**src/rtl/tlc_junction_ctrl.sv**
```systemverilog
// Two-road junction lamp sequencer (main/side) with pedestrian walk phase and latched requests.
// Latency: lamps, phase and ped_ack are registered; they change on the clock edge that changes state.
// Backpressure: none; requests are latched until served, and ped_ack flags each newly accepted press.
//
// Ports:
//   clk, rst            - clock (rising edge), asynchronous active-low reset
//   side_req            - side-road vehicle sensor (level)
//   ped_req             - pedestrian button (level or pulse)
//   ped_ack             - one-cycle pulse when a pedestrian request is accepted
//   main_*/side_*       - vehicle lamps, exactly one lit per road
//   walk                - pedestrian walk lamp
//   phase               - current state code (debug)
module tlc_junction_ctrl #(
    parameter int CNT_W  = 4,
    parameter int T_MG   = 10,
    parameter int T_SG   = 6,
    parameter int T_Y    = 3,
    parameter int T_AR   = 2,
    parameter int T_WALK = 5
) (
    input  logic       clk,
    input  logic       rst,
    input  logic       side_req,
    input  logic       ped_req,
    output logic       ped_ack,
    output logic       main_red,
    output logic       main_yellow,
    output logic       main_green,
    output logic       side_red,
    output logic       side_yellow,
    output logic       side_green,
    output logic       walk,
    output logic [2:0] phase
);

    // Every duration must be loadable as (T-1) into the timer.
    localparam int T_MAX = 1 << CNT_W;

    generate
        if (T_MG < 1 || T_MG > T_MAX || T_SG < 1 || T_SG > T_MAX ||
            T_Y < 1 || T_Y > T_MAX || T_AR < 1 || T_AR > T_MAX ||
            T_WALK < 1 || T_WALK > T_MAX) begin : g_bad_timing
            $error("tlc_junction_ctrl: every T_* must be in 1..2**CNT_W");
        end
    endgenerate

    localparam logic [CNT_W-1:0] L_MG   = CNT_W'(T_MG - 1);
    localparam logic [CNT_W-1:0] L_SG   = CNT_W'(T_SG - 1);
    localparam logic [CNT_W-1:0] L_Y    = CNT_W'(T_Y - 1);
    localparam logic [CNT_W-1:0] L_AR   = CNT_W'(T_AR - 1);
    localparam logic [CNT_W-1:0] L_WALK = CNT_W'(T_WALK - 1);
    localparam logic [CNT_W-1:0] L_ONE  = CNT_W'(1);

    typedef enum logic [2:0] {
        S_INIT = 3'd0,
        S_MG   = 3'd1,
        S_MY   = 3'd2,
        S_AR_M = 3'd3,
        S_WALK = 3'd4,
        S_SG   = 3'd5,
        S_SY   = 3'd6,
        S_AR_S = 3'd7
    } state_t;

    state_t           r_state;
    state_t           w_next;
    logic [CNT_W-1:0] r_timer;
    logic [CNT_W-1:0] w_timer_nxt;
    logic             r_side_pend;
    logic             r_ped_pend;
    logic             r_ped_ack;
    logic             r_main_red, r_main_yellow, r_main_green;
    logic             r_side_red, r_side_yellow, r_side_green;
    logic             r_walk;
    logic             w_expired;
    logic             w_enter_sg;
    logic             w_enter_walk;
    logic             w_ped_set;

    function automatic logic [CNT_W-1:0] dur_m1(input state_t s);
        case (s)
            S_MG:           dur_m1 = L_MG;
            S_SG:           dur_m1 = L_SG;
            S_MY, S_SY:     dur_m1 = L_Y;
            S_WALK:         dur_m1 = L_WALK;
            default:        dur_m1 = L_AR;
        endcase
    endfunction

    assign w_expired = (r_timer == '0);

    always_comb begin
        w_next = r_state;
        if (w_expired) begin
            case (r_state)
                S_INIT: w_next = S_MG;
                S_MG:   if (r_side_pend || r_ped_pend) w_next = S_MY;
                S_MY:   w_next = S_AR_M;
                S_AR_M: w_next = r_ped_pend ? S_WALK : (r_side_pend ? S_SG : S_MG);
                S_WALK: w_next = r_side_pend ? S_SG : S_MG;
                S_SG:   w_next = S_SY;
                S_SY:   w_next = S_AR_S;
                S_AR_S: w_next = r_ped_pend ? S_WALK : S_MG;
                default: w_next = S_INIT;
            endcase
        end
    end

    // Load on any state change; otherwise count down and park at zero
    // (this is what lets MG hold indefinitely with the timer at 0).
    always_comb begin
        w_timer_nxt = r_timer;
        if (w_next != r_state)
            w_timer_nxt = dur_m1(w_next);
        else if (!w_expired)
            w_timer_nxt = r_timer - L_ONE;
    end

    assign w_enter_sg   = (w_next == S_SG)   && (r_state != S_SG);
    assign w_enter_walk = (w_next == S_WALK) && (r_state != S_WALK);
    // A press is accepted when nothing is pending, or on the edge that
    // consumes the pending one: that press is kept for the next round.
    assign w_ped_set    = ped_req && (!r_ped_pend || w_enter_walk);

    always_ff @(posedge clk or negedge rst) begin
        if (!rst) begin
            r_state       <= S_INIT;
            r_timer       <= L_AR;
            r_side_pend   <= 1'b0;
            r_ped_pend    <= 1'b0;
            r_ped_ack     <= 1'b0;
            r_main_red    <= 1'b1;
            r_main_yellow <= 1'b0;
            r_main_green  <= 1'b0;
            r_side_red    <= 1'b1;
            r_side_yellow <= 1'b0;
            r_side_green  <= 1'b0;
            r_walk        <= 1'b0;
        end else begin
            r_state       <= w_next;
            r_timer       <= w_timer_nxt;
            r_side_pend   <= side_req || (r_side_pend && !w_enter_sg);
            r_ped_pend    <= w_ped_set || (r_ped_pend && !w_enter_walk);
            r_ped_ack     <= w_ped_set;
            // Lamps decoded from the next state so they line up with r_state.
            r_main_green  <= (w_next == S_MG);
            r_main_yellow <= (w_next == S_MY);
            r_main_red    <= (w_next != S_MG) && (w_next != S_MY);
            r_side_green  <= (w_next == S_SG);
            r_side_yellow <= (w_next == S_SY);
            r_side_red    <= (w_next != S_SG) && (w_next != S_SY);
            r_walk        <= (w_next == S_WALK);
        end
    end

    assign ped_ack     = r_ped_ack;
    assign main_red    = r_main_red;
    assign main_yellow = r_main_yellow;
    assign main_green  = r_main_green;
    assign side_red    = r_side_red;
    assign side_yellow = r_side_yellow;
    assign side_green  = r_side_green;
    assign walk        = r_walk;
    assign phase       = r_state;

endmodule

```
**config.mk**
```make
export PLATFORM = sky130hd
export DESIGN_NAME = tlc_junction_ctrl
export DESIGN_NICKNAME = d
export VERILOG_FILES = /design/src/rtl/tlc_junction_ctrl.sv
export SDC_FILE = /design/constraint.sdc
export NUM_CORES = 1
export LEC_CHECK = 0
export BUFFER_PORTS_ARGS = -buffer_cell sky130_fd_sc_hd__buf_2
export CAP_MARGIN = 20
export CORE_ASPECT_RATIO = 1.75
export CORE_MARGIN = 2
export CORE_UTILIZATION = 35
export CTS_BUF_LIST = sky130_fd_sc_hd__clkbuf_4 sky130_fd_sc_hd__clkbuf_8
export DETAILED_ROUTE_END_ITERATION = 12
export PLACE_DENSITY = 0.64
export SYNTH_ARGS = -nofsm -noshare
export SYNTH_HDL_FRONTEND = slang
export SYNTH_SLANG_ARGS = --single-unit
```
**constraint.sdc**
```tcl
create_clock -name clk -period 5.8 [get_ports clk]
set_clock_uncertainty 0.2 [all_clocks]
set_input_delay 1.16 -clock clk [delete_from_list [all_inputs] [get_ports clk]]
set_output_delay 1.16 -clock clk [all_outputs]
set_load 0.005 [all_outputs]
```
==> summary.txt <==
Status: complete, no violations
Cell Chain, Critical Path: buf_2
VDD IR max: 248.5 uV
#FFs+latches synth: 17
Setup violations, final: 0
Syn Nets: 92
Port Buf Inserts: 14
Drt total wl: 1772 microns
Antenna violations before repair: 0
Final Critical Period: 2339 ps
Starting Density: 36.64%
CORE AREA: 2462 sq um
Levels on crit path: 1
DRC viols: 0
Antenna Cells: 0
Largest net degree at the start of global routing: 18
TritonCTS Buffers: 3
Slew headroom: 70.52%
Unrepaired setup endpoints after global routing: false
Setup TNS: 0 ps
Seq/Total Area, Yosys: 47.57%
Drt first-iter violations: 21
Die height: 71.16 microns
CP endpoint kind: output port
Dpl hpwl: 1340 microns
Post-synthesis average cell area: 10.49 sq um
Io pins: 15
NumNets Final: 105
Library cells used by synthesis: 39
Number of global-route vias before repair: 719
Crit path buf inv count: 1
# hold bufs at CTS: 0
Slew @ Worst Pin: 441.2 ps
Worst-path clk slew: 60 ps
Final slew viol count: 0
Fill cell count: 253
Root cell of the clock tree: clkbuf_8
CP max stage delay: 540 ps
Total GRT Usage: 13.38%
Synth warn: 0
CP top delay family: flip-flops
Critical path data arrival time: 980 ps
DR WL/cell: 14.29 microns
Placed Area: 963.4 sq um
Fmax: 427.6 MHz
Reg2Reg Depth: 6
Cell Rows: 24
Mapped Area: 902.1 sq um
Final Hold Vio Count: 0
Vias post-DR: 683
Critical Path RT: 4440 ps
CTS resizes: 0
Max-capacitance violation count: 0
Setup CP Type: reg2out
CTS tree: yes
Power per cell area: 484.4 nW/um^2
Clk sink count: 17
Cell area after layout: 1012 sq um
Total gr overflow: 0
Hold-critical path depth: 1
Share of cells above drive strength 1: 27.55%
Post-CTS Repair Setup Buffers: 0
Crit Path Max Fanout: 10
Pre-antenna DRT Iters: 4
First-pass GRT wire length: 3070 microns
Placer Congestion: 0.8480
CP max-delay cell: dfrtp_1
Vias per inst: 5.508
CP Launch Type: register
Area of the die: 3015 sq um
Worst hold path class: reg2reg
Final ANT Viol Nets: 0
Leakage: 0.4444 nW
Clock Latency Late Sink: 250 ps
H-tree depth: 1
Cells after synthesis: 86
Crit share post-route: 40.32%
Clock Path Buffers: 2
DIE WIDTH: 42.38 microns
Synth-to-layout area growth: 12.21%
[registers in the layout, indices dropped and copies added (netlist names)]
register and cells:
side_yellow 1, walk 1, phase 3, side_red 1
ped_ack 1, r_side_pend 1, side_green 1, main_red 1
main_green 1, r_ped_pend 1, r_timer 4, main_yellow 1
[synth_stat cells]
cell type  number  area, sq um
o21ai_1         5        25.02
a21o_1          2        15.01
dfstp_2         3        78.83
inv_2           1        3.750
a32o_1          1        10.01
nand3_1         2        10.01
or3b_1          1        8.760
or3_1           3        18.77
nand2_1         5        18.77
a22oi_1         1        7.510
a221oi_1        1        8.760
nand3b_1        1        7.510
xnor2_1         1        8.760
dfrtp_1        14        350.3
buf_2           3        15.01
inv_1           5        18.77
nor2_1          4        15.01
nor3_1          3        15.01
a2111o_1        1        11.26
nand4bb_1       1        11.26
a21boi_1        1        7.510
o211ai_1        1        7.510
nor3b_4         1        18.77
o21ai_0         2        10.01
nor3b_1         3        22.52
and2_4          1        8.760
buf_4           2        15.01
a21oi_1         4        20.02
a31oi_1         1        6.260
a211o_1         1        8.760
and2_1          2        12.51
nand2b_1        1        6.260
nor4_2          1        12.51
a2bb2oi_2       1        15.01
and3b_1         1        8.760
nor2b_1         1        6.260
o31ai_4         1        21.27
ha_1            2        25.02
buf_6           1        11.26
[area by class of cell]
class	instances	area, sq um	share of cell area (%)
clock buffers	4	48.80	4.821
inverters	6	22.52	2.225
multi-input cells	57	409.1	40.42
flip-flops and latches	17	429.2	42.40
well taps	26	32.53	3.214
repair buffers	14	70.07	6.922
[layer usage]
layer,routed length [microns],GRT usage [%]
met5,0,0
met4,63,8.681
met3,51,2.551
met2,953,23.76
met1,703,13.80
[cells by family after synthesis]
group	after synthesis	share of synthesized area (%)
buffers and inverters	12	7.072
DFF	17	47.57
xor gates and xnor gates	1	0.9711
adders and majority gates	2	2.773
AOI/OAI and AO/OA	23	19.28
and+or+nand+nor	31	22.33
[path summary, 6_finish.rpt]
check | start | to | slack, ps
max | phase[0] | phase[0] | 3460
min | r_timer[0] | r_timer[0] | 350
max reg2reg | r_timer[1] | main_green | 3700
min reg2reg | r_timer[0] | r_timer[0] | 350
max in group asynchronous | rst | r_timer[0] | 4480
min in group asynchronous | rst | r_timer[3] | 620
[power by group]
| group | internal (mW) | total, mW | switching (mW) | leakage (nW) |
|---|---|---|---|---|
| Clock | 0.0534 | 0.0920 | 0.0387 | 0.0262 |
| Combinational | 0.0894 | 0.194 | 0.105 | 0.221 |
| Sequential | 0.161 | 0.204 | 0.0433 | 0.198 |
[through the flow]
| step | instances | worst slack, ps | hold slack, ps | util, % | total power, mW |
|---|---|---|---|---|---|
| floorplan | 86 | 3904 | 304.3 | - | 0.3561 |
| global placement | 120 | 3720 | 325.8 | 39.13 | 0.3968 |
| detailed placement | 120 | 3713 | 337.9 | 39.13 | 0.4035 |
| CTS | 124 | 3456 | 353.6 | 41.11 | 0.4968 |
| global route | 124 | 3404 | 374.6 | 41.11 | 0.5325 |
| finish | 124 | 3461 | 347.7 | 41.11 | 0.4903 |
[cells in the final DEF (no fill, tap or decap), types with 2 or more instances in the layout]
cell type | Yosys | routed
a21o_1 | 2 | 2
a21oi_1 | 4 | 4
and2_1 | 2 | 2
buf_2 | 3 | 14
clkbuf_8 | 0 | 3
dfrtp_1 | 14 | 14
dfstp_2 | 3 | 3
ha_1 | 2 | 2
inv_1 | 5 | 5
nand2_1 | 5 | 5
nand3_1 | 2 | 2
nor2_1 | 4 | 4
nor3_1 | 3 | 3
nor3b_1 | 3 | 3
o21ai_0 | 2 | 2
o21ai_1 | 5 | 5
or3_1 | 3 | 3
Note: power is estimated with default switching activity, not from simulation.
